$ cat src/rtl/axi_rd_arbiter.sv
// Two-master read-bus arbiter: the instruction cache (m0) and the data cache
// (m1) share one AXI-style read port. Ownership is held for a whole burst,
// from the AR handshake through the last R beat. Each burst's beat count is
// checked against the arlen that was granted.
module axi_rd_arbiter #(
    parameter int ADDR_W    = 32,
    parameter int DATA_W    = 64,
    parameter int PRIO_MODE = 0     // 0: m1 always wins a tie, 1: round-robin
) (
    input  logic              clk,
    input  logic              rst,

    input  logic [ADDR_W-1:0] araddr_m0,
    input  logic              arvalid_m0,
    input  logic [1:0]        arburst_m0,
    input  logic [7:0]        arlen_m0,
    input  logic [2:0]        arsize_m0,
    input  logic              rready_m0,
    output logic              arready_m0,
    output logic              rvalid_m0,
    output logic              rlast_m0,
    output logic [DATA_W-1:0] rdata_m0,
    output logic [1:0]        rresp_m0,

    input  logic [ADDR_W-1:0] araddr_m1,
    input  logic              arvalid_m1,
    input  logic [1:0]        arburst_m1,
    input  logic [7:0]        arlen_m1,
    input  logic [2:0]        arsize_m1,
    input  logic              rready_m1,
    output logic              arready_m1,
    output logic              rvalid_m1,
    output logic              rlast_m1,
    output logic [DATA_W-1:0] rdata_m1,
    output logic [1:0]        rresp_m1,

    output logic [ADDR_W-1:0] araddr_s,
    output logic              arvalid_s,
    output logic [1:0]        arburst_s,
    output logic [7:0]        arlen_s,
    output logic [2:0]        arsize_s,
    output logic              rready_s,
    input  logic              arready_s,
    input  logic              rvalid_s,
    input  logic              rlast_s,
    input  logic [DATA_W-1:0] rdata_s,
    input  logic [1:0]        rresp_s,

    output logic [1:0]        grant,
    output logic              burst_err
);

    typedef enum logic [1:0] {
        IDLE = 2'd0,
        AR   = 2'd1,
        R    = 2'd2
    } state_t;

    state_t     state_q, state_d;
    logic [1:0] grant_q, grant_d;
    logic [7:0] beat_q,  beat_d;    // beats already accepted in this burst
    logic [7:0] len_q,   len_d;     // arlen captured at the AR handshake
    logic       rr_q,    rr_d;      // last winner: 0 = m0, 1 = m1
    logic       err_q,   err_d;

    // Signals of whichever master currently owns the bus.
    logic              sel_m1;
    logic              sel_arvalid;
    logic              sel_rready;
    logic [ADDR_W-1:0] sel_araddr;
    logic [1:0]        sel_arburst;
    logic [7:0]        sel_arlen;
    logic [2:0]        sel_arsize;

    assign sel_m1      = grant_q[1];
    assign sel_arvalid = sel_m1 ? arvalid_m1 : arvalid_m0;
    assign sel_rready  = sel_m1 ? rready_m1  : rready_m0;
    assign sel_araddr  = sel_m1 ? araddr_m1  : araddr_m0;
    assign sel_arburst = sel_m1 ? arburst_m1 : arburst_m0;
    assign sel_arlen   = sel_m1 ? arlen_m1   : arlen_m0;
    assign sel_arsize  = sel_m1 ? arsize_m1  : arsize_m0;

    logic ar_hs;
    logic r_beat;

    assign ar_hs  = (state_q == AR) && sel_arvalid && arready_s;
    assign r_beat = (state_q == R)  && rvalid_s    && sel_rready;

    // State register plus grant, beat counter, length, rr pointer and error pulse.
    always_ff @(posedge clk) begin
        // NOTE: registers use non-blocking assignments so each one samples pre-edge values regardless of statement order.
        if (rst) begin
            state_q <= IDLE;
            grant_q <= 2'b00;
            beat_q  <= 8'd0;
            len_q   <= 8'd0;
            rr_q    <= 1'b0;
            err_q   <= 1'b0;
        end else begin
            state_q <= state_d;
            grant_q <= grant_d;
            beat_q  <= beat_d;
            len_q   <= len_d;
            rr_q    <= rr_d;
            err_q   <= err_d;
        end
    end

    // Next state: arbitrate in IDLE, wait for the address handshake, count beats.
    always_comb begin
        // NOTE: every variable gets a default first, so no branch can leave one unassigned and infer a latch.
        state_d = state_q;
        grant_d = grant_q;
        beat_d  = beat_q;
        len_d   = len_q;
        rr_d    = rr_q;
        err_d   = 1'b0;

        case (state_q)
            IDLE: begin
                if (arvalid_m0 || arvalid_m1) begin
                    state_d = AR;
                    if (arvalid_m0 && arvalid_m1) begin
                        if (PRIO_MODE == 0) begin
                            grant_d = 2'b10;
                        end else begin
                            grant_d = rr_q ? 2'b01 : 2'b10;
                        end
                    end else begin
                        grant_d = {arvalid_m1, arvalid_m0};
                    end
                end
            end

            AR: begin
                // A master dropping arvalid here just leaves us waiting.
                if (ar_hs) begin
                    len_d   = sel_arlen;
                    beat_d  = 8'd0;
                    state_d = R;
                end
            end

            R: begin
                if (r_beat) begin
                    beat_d = beat_q + 8'd1;
                    if (rlast_s) begin
                        err_d   = (beat_q != len_q);
                        rr_d    = sel_m1;
                        grant_d = 2'b00;
                        state_d = IDLE;
                    end else begin
                        // Expected final beat arrived without rlast; keep
                        // waiting for the slave's rlast rather than truncating.
                        err_d = (beat_q == len_q);
                    end
                end
            end

            default: begin
                state_d = IDLE;
                grant_d = 2'b00;
            end
        endcase
    end

    // Channel routing: only the owner sees handshakes; the slave sees zeros when idle.
    always_comb begin
        araddr_s   = '0;
        arvalid_s  = 1'b0;
        arburst_s  = 2'b00;
        arlen_s    = 8'd0;
        arsize_s   = 3'd0;
        rready_s   = 1'b0;
        arready_m0 = 1'b0;
        arready_m1 = 1'b0;
        rvalid_m0  = 1'b0;
        rvalid_m1  = 1'b0;
        rlast_m0   = 1'b0;
        rlast_m1   = 1'b0;

        case (state_q)
            AR: begin
                araddr_s   = sel_araddr;
                arvalid_s  = sel_arvalid;
                arburst_s  = sel_arburst;
                arlen_s    = sel_arlen;
                arsize_s   = sel_arsize;
                arready_m0 = grant_q[0] && arready_s;
                arready_m1 = grant_q[1] && arready_s;
            end
            R: begin
                rready_s  = sel_rready;
                rvalid_m0 = grant_q[0] && rvalid_s;
                rvalid_m1 = grant_q[1] && rvalid_s;
                rlast_m0  = grant_q[0] && rlast_s;
                rlast_m1  = grant_q[1] && rlast_s;
            end
            default: ;
        endcase
    end

    // Data and response are broadcast; each master qualifies them with its rvalid.
    assign rdata_m0  = rdata_s;
    assign rdata_m1  = rdata_s;
    assign rresp_m0  = rresp_s;
    assign rresp_m1  = rresp_s;

    assign grant     = grant_q;
    assign burst_err = err_q;

endmodule

$ cat config.mk
export PLATFORM = sky130hd
export DESIGN_NAME = axi_rd_arbiter
export DESIGN_NICKNAME = d
export VERILOG_FILES = /design/src/rtl/axi_rd_arbiter.sv
export SDC_FILE = /design/constraint.sdc
export NUM_CORES = 1
export LEC_CHECK = 0
export BUFFER_PORTS_ARGS = -buffer_cell sky130_fd_sc_hd__buf_4
export CORE_AREA = 8 8 130 132
export CTS_CLUSTER_DIAMETER = 200
export DETAILED_ROUTE_END_ITERATION = 12
export DIE_AREA = 0 0 138 140
export PLACE_DENSITY_LB_ADDON = 0.1
export SLEW_MARGIN = 20
export SYNTH_ARGS = -nofsm -noshare
export SYNTH_HDL_FRONTEND = slang
export SYNTH_SLANG_ARGS = --single-unit
$ cat constraint.sdc
create_clock -name clk -period 1.59 [get_ports clk]
set_clock_uncertainty 0.05 [all_clocks]
set_input_delay 0.159 -clock clk [delete_from_list [all_inputs] [get_ports clk]]
set_output_delay 0.159 -clock clk [all_outputs]
set_load 0.05 [all_outputs]
# --- After elaboration in Yosys (flattened, before gate mapping) ---
# Cells that the tools add are included.
op_classes:
  addsub: 1
  eq_ne: 8
  mux: 30
  n_bitwise: 3
  reduce_logical: 19
op_table:
  columns: ["op", "count"]
  rows:
  - ["$mux W32", 2]
  - ["$mux W8", 4]
  - ["$mux W2", 8]
  - ["$pmux W8 S2", 1]
  - ["$pmux W2 S3", 2]
  - ["$logic_and A1 B1 Y1", 11]
  - ["$mux W1", 11]
  - ["$add A8 B1 Y8 const B", 1]
  - ["$eq A8 B8 Y1", 1]
  - ["$ne A2 B2 Y1 const B", 4]
  - ["$ne A8 B8 Y1", 1]
  - ["$reduce_and A4 Y1", 2]
  - ["$mux W3", 2]
  - ["$not A1 Y1", 3]
  - ["$reduce_and A3 Y1", 1]
  - ["$reduce_or A3 Y1", 1]
  - ["$eq A2 B1 Y1 const B", 1]
  - ["$eq A2 B2 Y1 const B", 1]
  - ["$logic_not A2 Y1", 1]
  - ["$reduce_and A2 Y1", 1]
  - ["$reduce_bool A2 Y1", 1]
  - ["$logic_or A1 B1 Y1", 1]
totals:
  register_bits: 21
  in_bits: 165
  output_inout_bits: 188
  elab_cells: 66

# --- Logic depth before layout (Yosys ltp) ---
logic_depth:
  word_depth: 5
  mapped_depth: 6
  mapped_depth_nobuf: 5

# --- Worst setup path before layout ---
# No wires, ideal clock.
synth_path:
  kind: "flip-flop to output port"
  start: "register grant_q[1], in the netlist grant[1]"
  end: "output araddr_s[24]"
  arrival_ns: 2.015
  t_required_ns: 1.381
  path_slack_ns: -0.634
  stages_incl_launch_ff: 6
  path_buffers: 3
  path_cell_list: "dfxtp_1 > buf_6 > buf_4 > buf_2 > mux2i_1 > nor2_1"
synth_between:
  elab_chain_len: 2
synth_rtl:
  columns: ["item", "line_no", "source"]
  rows:
  - ["start: declaration", "60", "logic [1:0] grant_q, grant_d;"]
  - ["start signal: assignment", "101", "grant_q <= grant_d;"]
  - ["$mux W32", "78", "assign sel_araddr = sel_m1 ? araddr_m1 : araddr_m0;"]
  - ["$mux W32", "182", "case (state_q)"]
  - ["end: declaration", "37", "output logic [ADDR_W-1:0] araddr_s,"]
# Every way passes these cells.

# --- Worst setup path in the final report ---
layout_path:
  start: "register grant_q[1], in the netlist grant[1]"
  end: "register beat_q[5]"
layout_between:
  elab_chain_len: 5
  elab_cells_between_ends: 8
  classes_between: "eq/ne (2); mux (2); reduce/logical (4)"
layout_rtl:
  columns: ["item", "line_no", "source"]
  rows:
  - ["$mux W1", "76", "assign sel_arvalid = sel_m1 ? arvalid_m1 : arvalid_m0;"]
  - ["$logic_and A1 B1 Y1 (2 in a row)", "86", "assign ar_hs = (state_q == AR) && sel_arvalid && arready_s;"]
  - ["$ne A2 B2 Y1 (no line)", null, null]
  - ["$reduce_and A3 Y1 (no line) (*)", null, null]
  - ["end signal: assignment", "102", "beat_q <= beat_d;"]
  - ["end: declaration", "61", "logic [7:0] beat_q, beat_d;"]
# Every way passes the cells marked *; elsewhere a longest branch is shown, timed or not.
# A chain may end at the register's enable or synchronous reset.

==> flow_summary.toml <==
[setup_path]
crit-reg2reg-launch = "grant[1]"
cpPeakStageDelay_ps = 380
crit_buf_inv = 4
cp.required_ps = 1700
r2r-end = "beat_q[5]"
rr_worst_depth = 7
cp_slowest_cell = "dfxtp_4"
worst_ep_arrival_time_ps = 1770
cp-end-kind = "flip-flop"
path_cells = "buf_12, buf_6, mux2i_4, buf_6, o22ai_4, buf_6, a311oi_2"
crit_path_start = "grant[1]"
crit_type = "flip-flop to flip-flop"
crit_path_frequent_cell = "buf_6"
critPathLaunchType = "flip-flop"
crit_family = "buffers and inverters"
reg2reg_slack_ps = -70
critPathMaxFanout = 7

[cells_and_area]
n_fill_cell = 1565
syn2layout_area_growth_pct = 76.2
fin_nets = 586
drive_gt1_share_pct = 76.1
final_common_cell = "buf_4"
antenna_cells = 0
final_cell_count_no_fill = 607
final_cell_mix = "130 x buf_4, 45 x nor2_4, 42 x mux2i_4"
final_cell_area_mm2 = 0.00498

[timing]
grt_setup_unrepaired = "true"
relSlewSlack_pct = 79.8
layout_min_cycle_time_ps = 1660
setup-violations-final = 44
slew_viol_final = 0
fin_ws_ps = -70.4
min_period_over_period_pct = 104
worst_slew_pin_slew_ps = 299
fmax_ghz = 0.602
hold_viol = 0

[synth]
synth_top_area_share_pct = 35.6
ys_warn_count = 0
synth_nets = 530
synth_seq_cells = 21
synthCells = 364
syn_area_mm2 = 0.00283
synth_area_leader_cell = "buf_4"
syn_avg_cell_area_um2 = 7.77
ys_seq_area_share_pct = 14.9
synth_area_leaders = "buf_4 36%, mux2i_1 16%, dfxtp_1 15%, nor2_1 8.9%, xnor2_1 2.5%"
synthDistinctLibCells = 39

[place]
dp.cells = 572
place_hpwl_mm = 8.30
place_congestion = 0.742
portBuffers = 154
place_area_mm2 = 0.00363

[hold_path]
hold_depth = 3
min_to = "burst_err"
hp-class = "input pin to flip-flop"
min_from = "rlast_s"

[grt]
grt_start_max_net_pins = 24
grt_usage_pct = 11.0
grt_pass1_wl_mm = 17.0
first_global_vias = 2814
antenna_found_initial = 0
grt-ovfl-total = 0

[clock_tree]
cts_tree = "done"
clock-sinks = 21
path_clk_slew_ps = 60
numCtsBuffers = 3
clkLatencyLatePin_ps = 260
cts_buffer_depth = 2
cts.htree.levels = 1
cts_root_buffer = "clkbuf_16"

[floorplanning]
die_w_um = 138
initial_core_util_pct = 19.0
ios = 353
die_y_um = 140
coreArea_mm2 = 0.0149
dieArea_mm2 = 0.0193
std_cell_rows = 45

[power_and_ir_drop]
p_per_area_mw_per_mm2 = 662
ir_drop_mv = 0.436
power.leakage_nw = 1.88

[routing]
drt_iter0_drc = 83
vias = 2506
viasPerCell = 4.13
drtAntennaViolNets = 0
wl_mm = 11.0
wl_per_cell_um = 18.0
drc = 0
first_pass_iters = 3

[outcome]
status = "complete, but fails checks"
violations = "negative setup slack"

[flow_run]
maxCapViolations = 0
## synth_stat cells (all sizes together)
master	n
a211oi	9
a21oi	5
a2bb2oi	1
a311oi	4
a41oi	1
and3	3
buf	142
clkbuf	6
dfxtp	21
ha	1
inv	7
mux2i	47
nand2	9
nand2b	1
nand3	4
nand3b	2
nand4	3
nor2	69
nor3	4
nor3b	1
nor4	1
o2111ai	1
o211ai	2
o21a	3
o21ai	3
o221ai	1
o22ai	2
o31ai	1
o41ai	1
or3	1
xnor2	8
## per-stage QoR
| stage | hold slack (ps) | total power, mW | util, % | setup TNS (ps) | setup slack, ps |
|---|---|---|---|---|---|
| 5_1_grt | 153 | 3.45 | 33.5 | -4540 | -145 |
| 3_3_place_gp | 268 | 2.10 | 24.4 | 0 | 53.6 |
| 4_1_cts | 153 | 3.31 | 32.9 | -3330 | -107 |
| 6_report | 151 | 3.30 | 33.5 | -1620 | -70.4 |
| 2_1_floorplan | 262 | 2.49 | - | -951 | -63.7 |
| 3_5_place_dp | 268 | 2.10 | 24.4 | 0 | 35.6 |
## where the power goes
part           total [mW]  internal (mW)  switching [mW]
Sequential          0.578          0.549          0.0291
Combinational        2.17           1.05            1.12
Clock               0.546          0.342           0.204
Total                3.30           1.94            1.35
## worst reg2reg max path, stage by stage (launching register included)
cell and delay, ps:
dfxtp_4 380, buf_12 150, buf_6 110, mux2i_4 240, buf_6 170, o22ai_4 110, buf_6 140, a311oi_2 230
## state kept, by name (all words and copies together) (netlist names)
register,flops
beat_q,8
state_q,2
burst_err,1
len_q,8
grant,2
## layer usage
metal,wire length [µm],vias up,global-route usage [%]
met1,4080,1131,12.1
met3,782,50,3.21
li1,-,1218,-
met5,0,-,0
met4,381,0,4.41
met2,5710,107,19.4
## layout make-up
cell class / count / area [µm²] / area share, %
inverter: 7 / 28.8 / 0.578
multi-input combinational: 188 / 2230 / 44.7
clock buffer: 4 / 78.8 / 1.58
timing repair buffer: 199 / 1980 / 39.8
sequential: 21 / 429 / 8.61
tap: 188 / 235 / 4.72
## worst max-delay path by stage
stage                   endpoint  slack (ps)  cells past startpoint
floorplan             arready_m0         -60                      2
global placement        len_q[1]          50                      4
detailed placement     beat_q[7]          40                      5
CTS                 araddr_s[24]        -110                      6
global route           beat_q[5]        -150                      7
finish                 beat_q[5]         -70                      7
## logic make-up after synthesis
| logic type | count (synthesis) | share of synthesized area, % |
|---|---|---|
| AO/OA/AOI/OAI | 34 | 9.29 |
| XOR/XNOR | 8 | 2.48 |
| flip-flops | 21 | 14.9 |
| multiplexers | 47 | 17.5 |
| adder cells (fa/ha/maj) | 1 | 0.442 |
| buffers and inverters | 155 | 39.1 |
| AND/OR/NAND/NOR | 98 | 16.3 |
## repair_timing
action,CTS,global route
buffers inserted,18,9
hold buffers,0,0
setup endpoints to repair,52,68
pin swaps,31,2
gates resized for setup,178,13
cloned,5,1
No activity file was read; power rests on OpenSTA's default activity.
